**config.mk**
```make
export PLATFORM = sky130hd
export DESIGN_NAME = axi_rd_arbiter_flat
export DESIGN_NICKNAME = d
export VERILOG_FILES = /design/src/rtl/axi_rd_arbiter_if.sv /design/src/rtl/axi_rd_arbiter.sv /design/src/flat_wrapper.sv
export SDC_FILE = /design/constraint.sdc
export NUM_CORES = 1
export LEC_CHECK = 0
export CORE_AREA = 2 2 102 104
export DETAILED_ROUTE_END_ITERATION = 10
export DIE_AREA = 0 0 104 106
export PLACE_DENSITY = 0.8
export SYNTH_ARGS = -nofsm -noshare
export SYNTH_HDL_FRONTEND = slang
export SYNTH_SLANG_ARGS = --single-unit
export TNS_END_PERCENT = 20
```
**constraint.sdc**
```tcl
create_clock -name clk -period 3.1 [get_ports clk]
set_clock_uncertainty 0.15 [all_clocks]
set_input_delay 0.31 -clock clk [delete_from_list [all_inputs] [get_ports clk]]
set_output_delay 0.31 -clock clk [all_outputs]
set_load 0.005 [all_outputs]
```
**src/rtl/axi_rd_arbiter_if.sv**
```systemverilog
`default_nettype none
// ============================================================================
// Module      : axi_rd_arbiter_if
// Description : Requester-side and AXI read-channel bundle for axi_rd_arbiter.
// Revision    : 1.0 - initial release
// ============================================================================
interface axi_rd_arbiter_if;
    // I-side requester
    logic        i_req;
    logic [31:0] i_addr;
    logic [7:0]  i_len;
    logic [2:0]  i_size;
    logic        i_gnt;
    logic [31:0] i_rdata;
    logic        i_rvalid;
    logic        i_rlast;
    logic        i_rerr;
    // D-side requester
    logic        d_req;
    logic [31:0] d_addr;
    logic [7:0]  d_len;
    logic [2:0]  d_size;
    logic        d_gnt;
    logic [31:0] d_rdata;
    logic        d_rvalid;
    logic        d_rlast;
    logic        d_rerr;
    // AXI AR channel
    logic [3:0]  arid;
    logic [31:0] araddr;
    logic [7:0]  arlen;
    logic [2:0]  arsize;
    logic [1:0]  arburst;
    logic [1:0]  arlock;
    logic [3:0]  arcache;
    logic [2:0]  arprot;
    logic        arvalid;
    logic        arready;
    // AXI R channel
    logic [3:0]  rid;
    logic [31:0] rdata;
    logic [1:0]  rresp;
    logic        rlast;
    logic        rvalid;
    logic        rready;

    modport master (
        input  i_req, i_addr, i_len, i_size,
        output i_gnt, i_rdata, i_rvalid, i_rlast, i_rerr,
        input  d_req, d_addr, d_len, d_size,
        output d_gnt, d_rdata, d_rvalid, d_rlast, d_rerr,
        output arid, araddr, arlen, arsize, arburst, arlock, arcache, arprot, arvalid,
        input  arready,
        input  rid, rdata, rresp, rlast, rvalid,
        output rready
    );

    modport slave (
        output i_req, i_addr, i_len, i_size,
        input  i_gnt, i_rdata, i_rvalid, i_rlast, i_rerr,
        output d_req, d_addr, d_len, d_size,
        input  d_gnt, d_rdata, d_rvalid, d_rlast, d_rerr,
        input  arid, araddr, arlen, arsize, arburst, arlock, arcache, arprot, arvalid,
        output arready,
        output rid, rdata, rresp, rlast, rvalid,
        input  rready
    );
endinterface
`default_nettype wire

```
**src/rtl/axi_rd_arbiter.sv**
```systemverilog
`default_nettype none
// ============================================================================
// Module      : axi_rd_arbiter
// Description : Two-requester (I/D) arbiter onto one AXI read channel, single
//               outstanding burst. Define AXI_RD_ARB_RR_EN for round-robin.
// Revision    : 1.0 - initial release
// ============================================================================
module axi_rd_arbiter #(
    parameter logic [3:0] ID_INST = 4'd0,
    parameter logic [3:0] ID_DATA = 4'd1
) (
    input  logic               clk,
    input  logic               rst,
    axi_rd_arbiter_if.master   bus
);

    typedef enum logic [1:0] {
        ST_IDLE = 2'd0,
        ST_ADDR = 2'd1,
        ST_DATA = 2'd2
    } state_t;

    state_t      r_state;
    state_t      w_state_nxt;

    logic        r_owner;      // 1 = D side owns the current burst
    logic        r_arvalid;
    logic        r_rready;
    logic [3:0]  r_arid;
    logic [31:0] r_araddr;
    logic [7:0]  r_arlen;
    logic [2:0]  r_arsize;

    logic        w_any_req;
    logic        w_pick_d;
    logic        w_ar_hs;
    logic        w_r_end;
    logic        w_beat;
    logic        w_unused;

    assign w_any_req = bus.i_req | bus.d_req;
    assign w_ar_hs   = (r_state == ST_ADDR) & r_arvalid & bus.arready;
    assign w_r_end   = (r_state == ST_DATA) & bus.rvalid & bus.rlast;

`ifdef AXI_RD_ARB_RR_EN
    logic r_last_grant;        // 1 = D side was granted last

    // On contention take the side that was not granted last
    assign w_pick_d = bus.d_req & (~bus.i_req | ~r_last_grant);
`else
    assign w_pick_d = bus.d_req;
`endif

    always_ff @(posedge clk) begin
        if (rst) begin
            r_state <= ST_IDLE;
        end else begin
            r_state <= w_state_nxt;
        end
    end

    always_comb begin
        w_state_nxt = r_state;
        case (r_state)
            ST_IDLE: if (w_any_req) w_state_nxt = ST_ADDR;
            ST_ADDR: if (w_ar_hs)   w_state_nxt = ST_DATA;
            ST_DATA: if (w_r_end)   w_state_nxt = ST_IDLE;
            default:                w_state_nxt = ST_IDLE;
        endcase
    end

    always_ff @(posedge clk) begin
        if (rst) begin
            r_owner   <= 1'b0;
            r_arvalid <= 1'b0;
            r_rready  <= 1'b0;
            r_arid    <= 4'd0;
            r_araddr  <= 32'd0;
            r_arlen   <= 8'd0;
            r_arsize  <= 3'd0;
`ifdef AXI_RD_ARB_RR_EN
            r_last_grant <= 1'b1;
`endif
        end else begin
            case (r_state)
                ST_IDLE: begin
                    if (w_any_req) begin
                        r_owner   <= w_pick_d;
                        r_arvalid <= 1'b1;
                        r_arid    <= w_pick_d ? ID_DATA   : ID_INST;
                        r_araddr  <= w_pick_d ? bus.d_addr : bus.i_addr;
                        r_arlen   <= w_pick_d ? bus.d_len  : bus.i_len;
                        r_arsize  <= w_pick_d ? bus.d_size : bus.i_size;
                    end
                end
                ST_ADDR: begin
                    if (w_ar_hs) begin
                        r_arvalid <= 1'b0;
                        r_rready  <= 1'b1;
`ifdef AXI_RD_ARB_RR_EN
                        r_last_grant <= r_owner;
`endif
                    end
                end
                ST_DATA: begin
                    if (w_r_end) r_rready <= 1'b0;
                end
                default: begin
                    r_arvalid <= 1'b0;
                    r_rready  <= 1'b0;
                end
            endcase
        end
    end

    assign bus.arid    = r_arid;
    assign bus.araddr  = r_araddr;
    assign bus.arlen   = r_arlen;
    assign bus.arsize  = r_arsize;
    assign bus.arburst = 2'b01;
    assign bus.arlock  = 2'b00;
    assign bus.arcache = 4'd0;
    assign bus.arprot  = 3'd0;
    assign bus.arvalid = r_arvalid;
    assign bus.rready  = r_rready;

    // Grant is a same-cycle pulse off the AR handshake
    assign bus.i_gnt = w_ar_hs & ~r_owner;
    assign bus.d_gnt = w_ar_hs &  r_owner;

    assign w_beat = bus.rvalid & r_rready;

    assign bus.i_rdata  = bus.rdata;
    assign bus.d_rdata  = bus.rdata;
    assign bus.i_rvalid = w_beat & ~r_owner;
    assign bus.d_rvalid = w_beat &  r_owner;
    assign bus.i_rlast  = w_beat & ~r_owner & bus.rlast;
    assign bus.d_rlast  = w_beat &  r_owner & bus.rlast;
    assign bus.i_rerr   = w_beat & ~r_owner & (bus.rresp != 2'b00);
    assign bus.d_rerr   = w_beat &  r_owner & (bus.rresp != 2'b00);

    // Only one burst is ever in flight, so the returned ID carries no information
    assign w_unused = ^bus.rid;

endmodule
`default_nettype wire

```
**src/flat_wrapper.sv**
```systemverilog
// flat-port wrapper written by rule: the top's interface ports become plain ports
module axi_rd_arbiter_flat 
#(
    parameter logic [3:0] ID_INST = 4'd0,
    parameter logic [3:0] ID_DATA = 4'd1
)
  (clk, rst, bus_i_req, bus_i_addr, bus_i_len, bus_i_size, bus_i_gnt, bus_i_rdata, bus_i_rvalid, bus_i_rlast, bus_i_rerr, bus_d_req, bus_d_addr, bus_d_len, bus_d_size, bus_d_gnt, bus_d_rdata, bus_d_rvalid, bus_d_rlast, bus_d_rerr, bus_arid, bus_araddr, bus_arlen, bus_arsize, bus_arburst, bus_arlock, bus_arcache, bus_arprot, bus_arvalid, bus_arready, bus_rid, bus_rdata, bus_rresp, bus_rlast, bus_rvalid, bus_rready);
  axi_rd_arbiter_if bus_i ();
  input  logic clk;
  input  logic rst;
  input wire logic [$bits(bus_i.i_req)-1:0] bus_i_req;
  input wire logic [$bits(bus_i.i_addr)-1:0] bus_i_addr;
  input wire logic [$bits(bus_i.i_len)-1:0] bus_i_len;
  input wire logic [$bits(bus_i.i_size)-1:0] bus_i_size;
  output wire logic [$bits(bus_i.i_gnt)-1:0] bus_i_gnt;
  output wire logic [$bits(bus_i.i_rdata)-1:0] bus_i_rdata;
  output wire logic [$bits(bus_i.i_rvalid)-1:0] bus_i_rvalid;
  output wire logic [$bits(bus_i.i_rlast)-1:0] bus_i_rlast;
  output wire logic [$bits(bus_i.i_rerr)-1:0] bus_i_rerr;
  input wire logic [$bits(bus_i.d_req)-1:0] bus_d_req;
  input wire logic [$bits(bus_i.d_addr)-1:0] bus_d_addr;
  input wire logic [$bits(bus_i.d_len)-1:0] bus_d_len;
  input wire logic [$bits(bus_i.d_size)-1:0] bus_d_size;
  output wire logic [$bits(bus_i.d_gnt)-1:0] bus_d_gnt;
  output wire logic [$bits(bus_i.d_rdata)-1:0] bus_d_rdata;
  output wire logic [$bits(bus_i.d_rvalid)-1:0] bus_d_rvalid;
  output wire logic [$bits(bus_i.d_rlast)-1:0] bus_d_rlast;
  output wire logic [$bits(bus_i.d_rerr)-1:0] bus_d_rerr;
  output wire logic [$bits(bus_i.arid)-1:0] bus_arid;
  output wire logic [$bits(bus_i.araddr)-1:0] bus_araddr;
  output wire logic [$bits(bus_i.arlen)-1:0] bus_arlen;
  output wire logic [$bits(bus_i.arsize)-1:0] bus_arsize;
  output wire logic [$bits(bus_i.arburst)-1:0] bus_arburst;
  output wire logic [$bits(bus_i.arlock)-1:0] bus_arlock;
  output wire logic [$bits(bus_i.arcache)-1:0] bus_arcache;
  output wire logic [$bits(bus_i.arprot)-1:0] bus_arprot;
  output wire logic [$bits(bus_i.arvalid)-1:0] bus_arvalid;
  input wire logic [$bits(bus_i.arready)-1:0] bus_arready;
  input wire logic [$bits(bus_i.rid)-1:0] bus_rid;
  input wire logic [$bits(bus_i.rdata)-1:0] bus_rdata;
  input wire logic [$bits(bus_i.rresp)-1:0] bus_rresp;
  input wire logic [$bits(bus_i.rlast)-1:0] bus_rlast;
  input wire logic [$bits(bus_i.rvalid)-1:0] bus_rvalid;
  output wire logic [$bits(bus_i.rready)-1:0] bus_rready;
  assign bus_i.i_req = bus_i_req;
  assign bus_i.i_addr = bus_i_addr;
  assign bus_i.i_len = bus_i_len;
  assign bus_i.i_size = bus_i_size;
  assign bus_i_gnt = bus_i.i_gnt;
  assign bus_i_rdata = bus_i.i_rdata;
  assign bus_i_rvalid = bus_i.i_rvalid;
  assign bus_i_rlast = bus_i.i_rlast;
  assign bus_i_rerr = bus_i.i_rerr;
  assign bus_i.d_req = bus_d_req;
  assign bus_i.d_addr = bus_d_addr;
  assign bus_i.d_len = bus_d_len;
  assign bus_i.d_size = bus_d_size;
  assign bus_d_gnt = bus_i.d_gnt;
  assign bus_d_rdata = bus_i.d_rdata;
  assign bus_d_rvalid = bus_i.d_rvalid;
  assign bus_d_rlast = bus_i.d_rlast;
  assign bus_d_rerr = bus_i.d_rerr;
  assign bus_arid = bus_i.arid;
  assign bus_araddr = bus_i.araddr;
  assign bus_arlen = bus_i.arlen;
  assign bus_arsize = bus_i.arsize;
  assign bus_arburst = bus_i.arburst;
  assign bus_arlock = bus_i.arlock;
  assign bus_arcache = bus_i.arcache;
  assign bus_arprot = bus_i.arprot;
  assign bus_arvalid = bus_i.arvalid;
  assign bus_i.arready = bus_arready;
  assign bus_i.rid = bus_rid;
  assign bus_i.rdata = bus_rdata;
  assign bus_i.rresp = bus_rresp;
  assign bus_i.rlast = bus_rlast;
  assign bus_i.rvalid = bus_rvalid;
  assign bus_rready = bus_i.rready;
  axi_rd_arbiter #(.ID_INST(ID_INST), .ID_DATA(ID_DATA)) u_core (.clk(clk), .rst(rst), .bus(bus_i));
endmodule
```
==> results.md <==
- The number of DRC markers after the initial detailed-route iteration is between 70 and 80.
- The max-capacitance violation count is 0.
- The dominant cell type by count on the critical path is sky130_fd_sc_hd__clkdlybuf4s50_1.
- STA puts the critical path data arrival time at 1.77 ns.
- The transition time at the pin with the least slew margin is 0.752 ns.
- The count of final hold-check violations is 0.
- Setup violations remaining at the end of the flow were counted as 0.
- For the worst-skew pair, the clock arrives at the later sink with an insertion delay of approximately 0.29 ns.
- In this run the remaining antenna-violating nets after routing total 0.
- The H-tree level count is 2.
- The leakage component of the power is 1.54 nW.
- Of the total synthesized cell area, the portion taken by XOR and XNOR cells is 0.
- In this run the mean area of a mapped cell was about 9.7 um^2.
- The start-to-end type of the worst setup path is in -> out.
- Dividing the detail-routed via count by the number of cells gives 4.69.
- After synthesis, the largest family of logic cells by area is compound AO/OA/AOI/OAI gates.
- Counting both buffers and inverters, the worst setup path holds a total of 2.
- The total grt overflow is 0.
- The number of unique standard cell types used by synthesis is 24.
- The flow ran to the end, and the final reports show no timing, DRC or antenna violations.
- Of all flip-flops after synthesis, the portion carrying an async set or reset was 0.
- The floorplan has 37 rows.
- The quantity of hold-fixing buffers added after cts is 0.
- The headroom to the max-slew limit is 0.498.
- The initial antenna violation count was 0.
- The first global-routing pass estimated around 13 mm of wire.
- The area of the die is approximately 11,000 um^2.
- Of the total synthesized cell area, the portion taken by full adders, half adders and majority gates is 0.
- The detailed router placed 2,426 vias in this run.
- The area fraction in compound gates after synthesis is 0.258.
- Of the post-synthesis cell area, the part taken by muxes is 0.142.
- The root buffer cell chosen for the clock tree is sky130_fd_sc_hd__clkbuf_8.
- The total area inside the core boundary comes to between 9000 and 10,000 um^2.
- The worst setup path is captured at an output port.
- The worst hold path belongs to the class in -> reg.
- The number of diodes added for antenna fixing is 0.
- Clock-pin slew was measured on the worst setup and hold paths at approximately 0.09 ns.
- The library cell used most frequently in the layout, excluding fill and tap cells, is sky130_fd_sc_hd__clkdlybuf4s50_1.
- The width of the die is around 100 um.
- The TritonCTS clock tree is built.
- In the synthesized netlist the dominant register cell turns out to be sky130_fd_sc_hd__dfxtp_1.
- For this run, the share of the core covered by cells in the final layout is 0.412.
- On the critical path the largest part of the delay comes from buffers and inverters.
- Based on the critical path, the design can be clocked at up to about 450 MHz.
- The final cycle utilization of the critical path is 0.720.
- The maximum vdd drop is ~0.27 mV.
- The setup TNS is 0 ns.
- The detailed-routing iteration count for the pre-antenna-repair pass is 5.
- The number of buffers created by CTS is 5.
- For this configuration, the core starts out at a cell density of 0.304.
- The kind of start point of the critical path is a primary input.
- In the final layout, the share of cells above drive strength 1 is 0.147.
- The synthesized design contains 0 enable-type register cells.
- Of all nets on the critical path, the largest fanout is 3.
- After clock tree synthesis, the repair step resized 0 gates.
- The clock passes through at most 2 buffers.
- For this run, the number of Yosys warnings is 0.
- The final count of pins violating max slew is 0.
- The number of buffers inserted by post-CTS setup repair is 0.
- For this design the ratio of total power to cell area is between 400 and 500 nW/um^2.
- The via count of the first global-routing pass is 2,462.
- The final net count is 511.
- The HPWL after detailed placement is roughly 6.2 mm.
- Synthesis handed over a netlist of 313 instances.
- The top cell types in the final layout, fill and taps aside, are 146 x sky130_fd_sc_hd__clkdlybuf4s50_1, 48 x sky130_fd_sc_hd__dfxtp_1, 46 x sky130_fd_sc_hd__a21oi_1.
- The post-synthesis sequential element count is 48.
- The highest-delay cell along the critical path is sky130_fd_sc_hd__clkdlybuf4s50_1.
- Walking the worst path, the cells encountered are clkdlybuf4s50_1 > nand3_1 > or2_1 > nor2_1 > clkdlybuf4s50_1.
- Relative to the synthesized area, the layout overhead comes to 35.8%.
- The data required time of the critical path is about 2.6 ns.
- Of the total synthesized cell area, the portion taken by AND, OR, NAND and NOR gates is 0.0338.
- The worst path in the final design needs a cycle of 2.23 ns, including I/O delays and setup.
- Entering global routing, the biggest net connects 47 pins.
- The count of buffers added on input and output ports is 148.
- The congestion estimate from routability-driven global placement came to roughly 0.70.
- The I/O pin count is about 260.
- On the worst path, the slowest cell contributes a delay of 0.52 ns.
- The post-route DRC violation count is 0.
- Across every metal layer, demand over resource in global routing totals 0.147.
- The routed design has between 8 and 9 mm of wire.
- The height of the die is approximately 110 um.
- Setup repair after global routing left no endpoint under its margin.
- The number of clock sinks is 48.
- The part of the Yosys area used for sequential elements is 0.317.
- The cell area after technology mapping is 3040 um^2.
- The routed length per placed instance is approximately 17 um.
-- per-layer routing --
| metal | vias up | GRT usage | wire [um] |
|---|---|---|---|
| met5 | - | 0 | 0 |
| li1 | 1146 | - | - |
| met2 | 170 | 0.284 | 4560 |
| met1 | 1102 | 0.137 | 2970 |
| met3 | 8 | 0.0711 | 963 |
| met4 | 0 | 0.0367 | 102 |
-- where the power goes --
| part | switching, W | total (W) | leakage [nW] | internal, W |
|---|---|---|---|---|
| logic | 0.000221 | 0.000531 | 1.09 | 0.000310 |
| registers | 0.0000374 | 0.000719 | 0.399 | 0.000682 |
| clock network | 0.000212 | 0.000451 | 0.0552 | 0.000240 |
| total | 0.000469 | 0.00170 | 1.54 | 0.00123 |
-- Yosys cell counts (2+ instances only) --
library cell               count  area share
sky130_fd_sc_hd__or2_1         2      0.0041
sky130_fd_sc_hd__buf_6         7       0.026
sky130_fd_sc_hd__and2_1        2      0.0041
sky130_fd_sc_hd__a211oi_2     40        0.16
sky130_fd_sc_hd__nor2_1        7      0.0087
sky130_fd_sc_hd__mux2i_1      43        0.14
sky130_fd_sc_hd__a21oi_1      46       0.076
sky130_fd_sc_hd__buf_2         5      0.0082
sky130_fd_sc_hd__nand2_1       3      0.0037
sky130_fd_sc_hd__nor3_1        4      0.0066
sky130_fd_sc_hd__buf_4        79        0.20
sky130_fd_sc_hd__a211oi_1      3      0.0074
sky130_fd_sc_hd__conb_1        2      0.0025
sky130_fd_sc_hd__dfxtp_1      48        0.32
sky130_fd_sc_hd__clkbuf_1     13       0.016
-- kinds of logic (layout without fill, tap and decap cells) --
| group | after synthesis | after routing |
|---|---|---|
| AOI/OAI and AO/OA | 94 | 94 |
| buffers and inverters | 105 | 161 |
| DFF | 48 | 48 |
| muxes | 43 | 43 |
| other | 2 | 14 |
| and+or+nand+nor | 21 | 21 |
-- through the flow --
step	setup WS (ns)	power [W]	cell area, um^2	hold WS, ns	instances
5_1_grt	0.773	0.00179	4120	0.400	517
3_3_place_gp	0.893	0.00125	4010	0.358	509
2_1_floorplan	1.54	0.00107	3080	0.317	325
6_report	0.868	0.00170	4120	0.369	517
3_5_place_dp	0.850	0.00127	4010	0.375	509
4_1_cts	0.854	0.00174	4120	0.359	517
-- registers in the layout, indices dropped and copies added (netlist names) --
name,flops
u_core.bus.arid,1
u_core.bus.arvalid,1
u_core.bus.rready,1
u_core.bus.arlen,8
u_core.bus.araddr,32
u_core.r_state,2
u_core.bus.arsize,3
-- worst paths after layout --
kind,start,endpoint,slack [ns],cells past startpoint
setup reg to reg,u_core.r_state[1],u_core.bus.araddr[29],1.50,4
hold / removal,rst,u_core.bus.arvalid,0.37,2
setup / recovery,bus_arready,bus_i_gnt,0.87,5
hold reg to reg,u_core.bus.arsize[2],u_core.bus.arsize[2],0.38,2
-- final cells by class --
cell class,instances,area [um^2]
inverters,1,3.75
multi-input cells,172,1380
fillers,1005,5880
flip-flops and latches,48,961
repair buffers,152,1500
clock buffers,6,72.6
well taps,136,170
clock inverters,2,35.0
No activity file was read; power rests on OpenSTA's default activity.
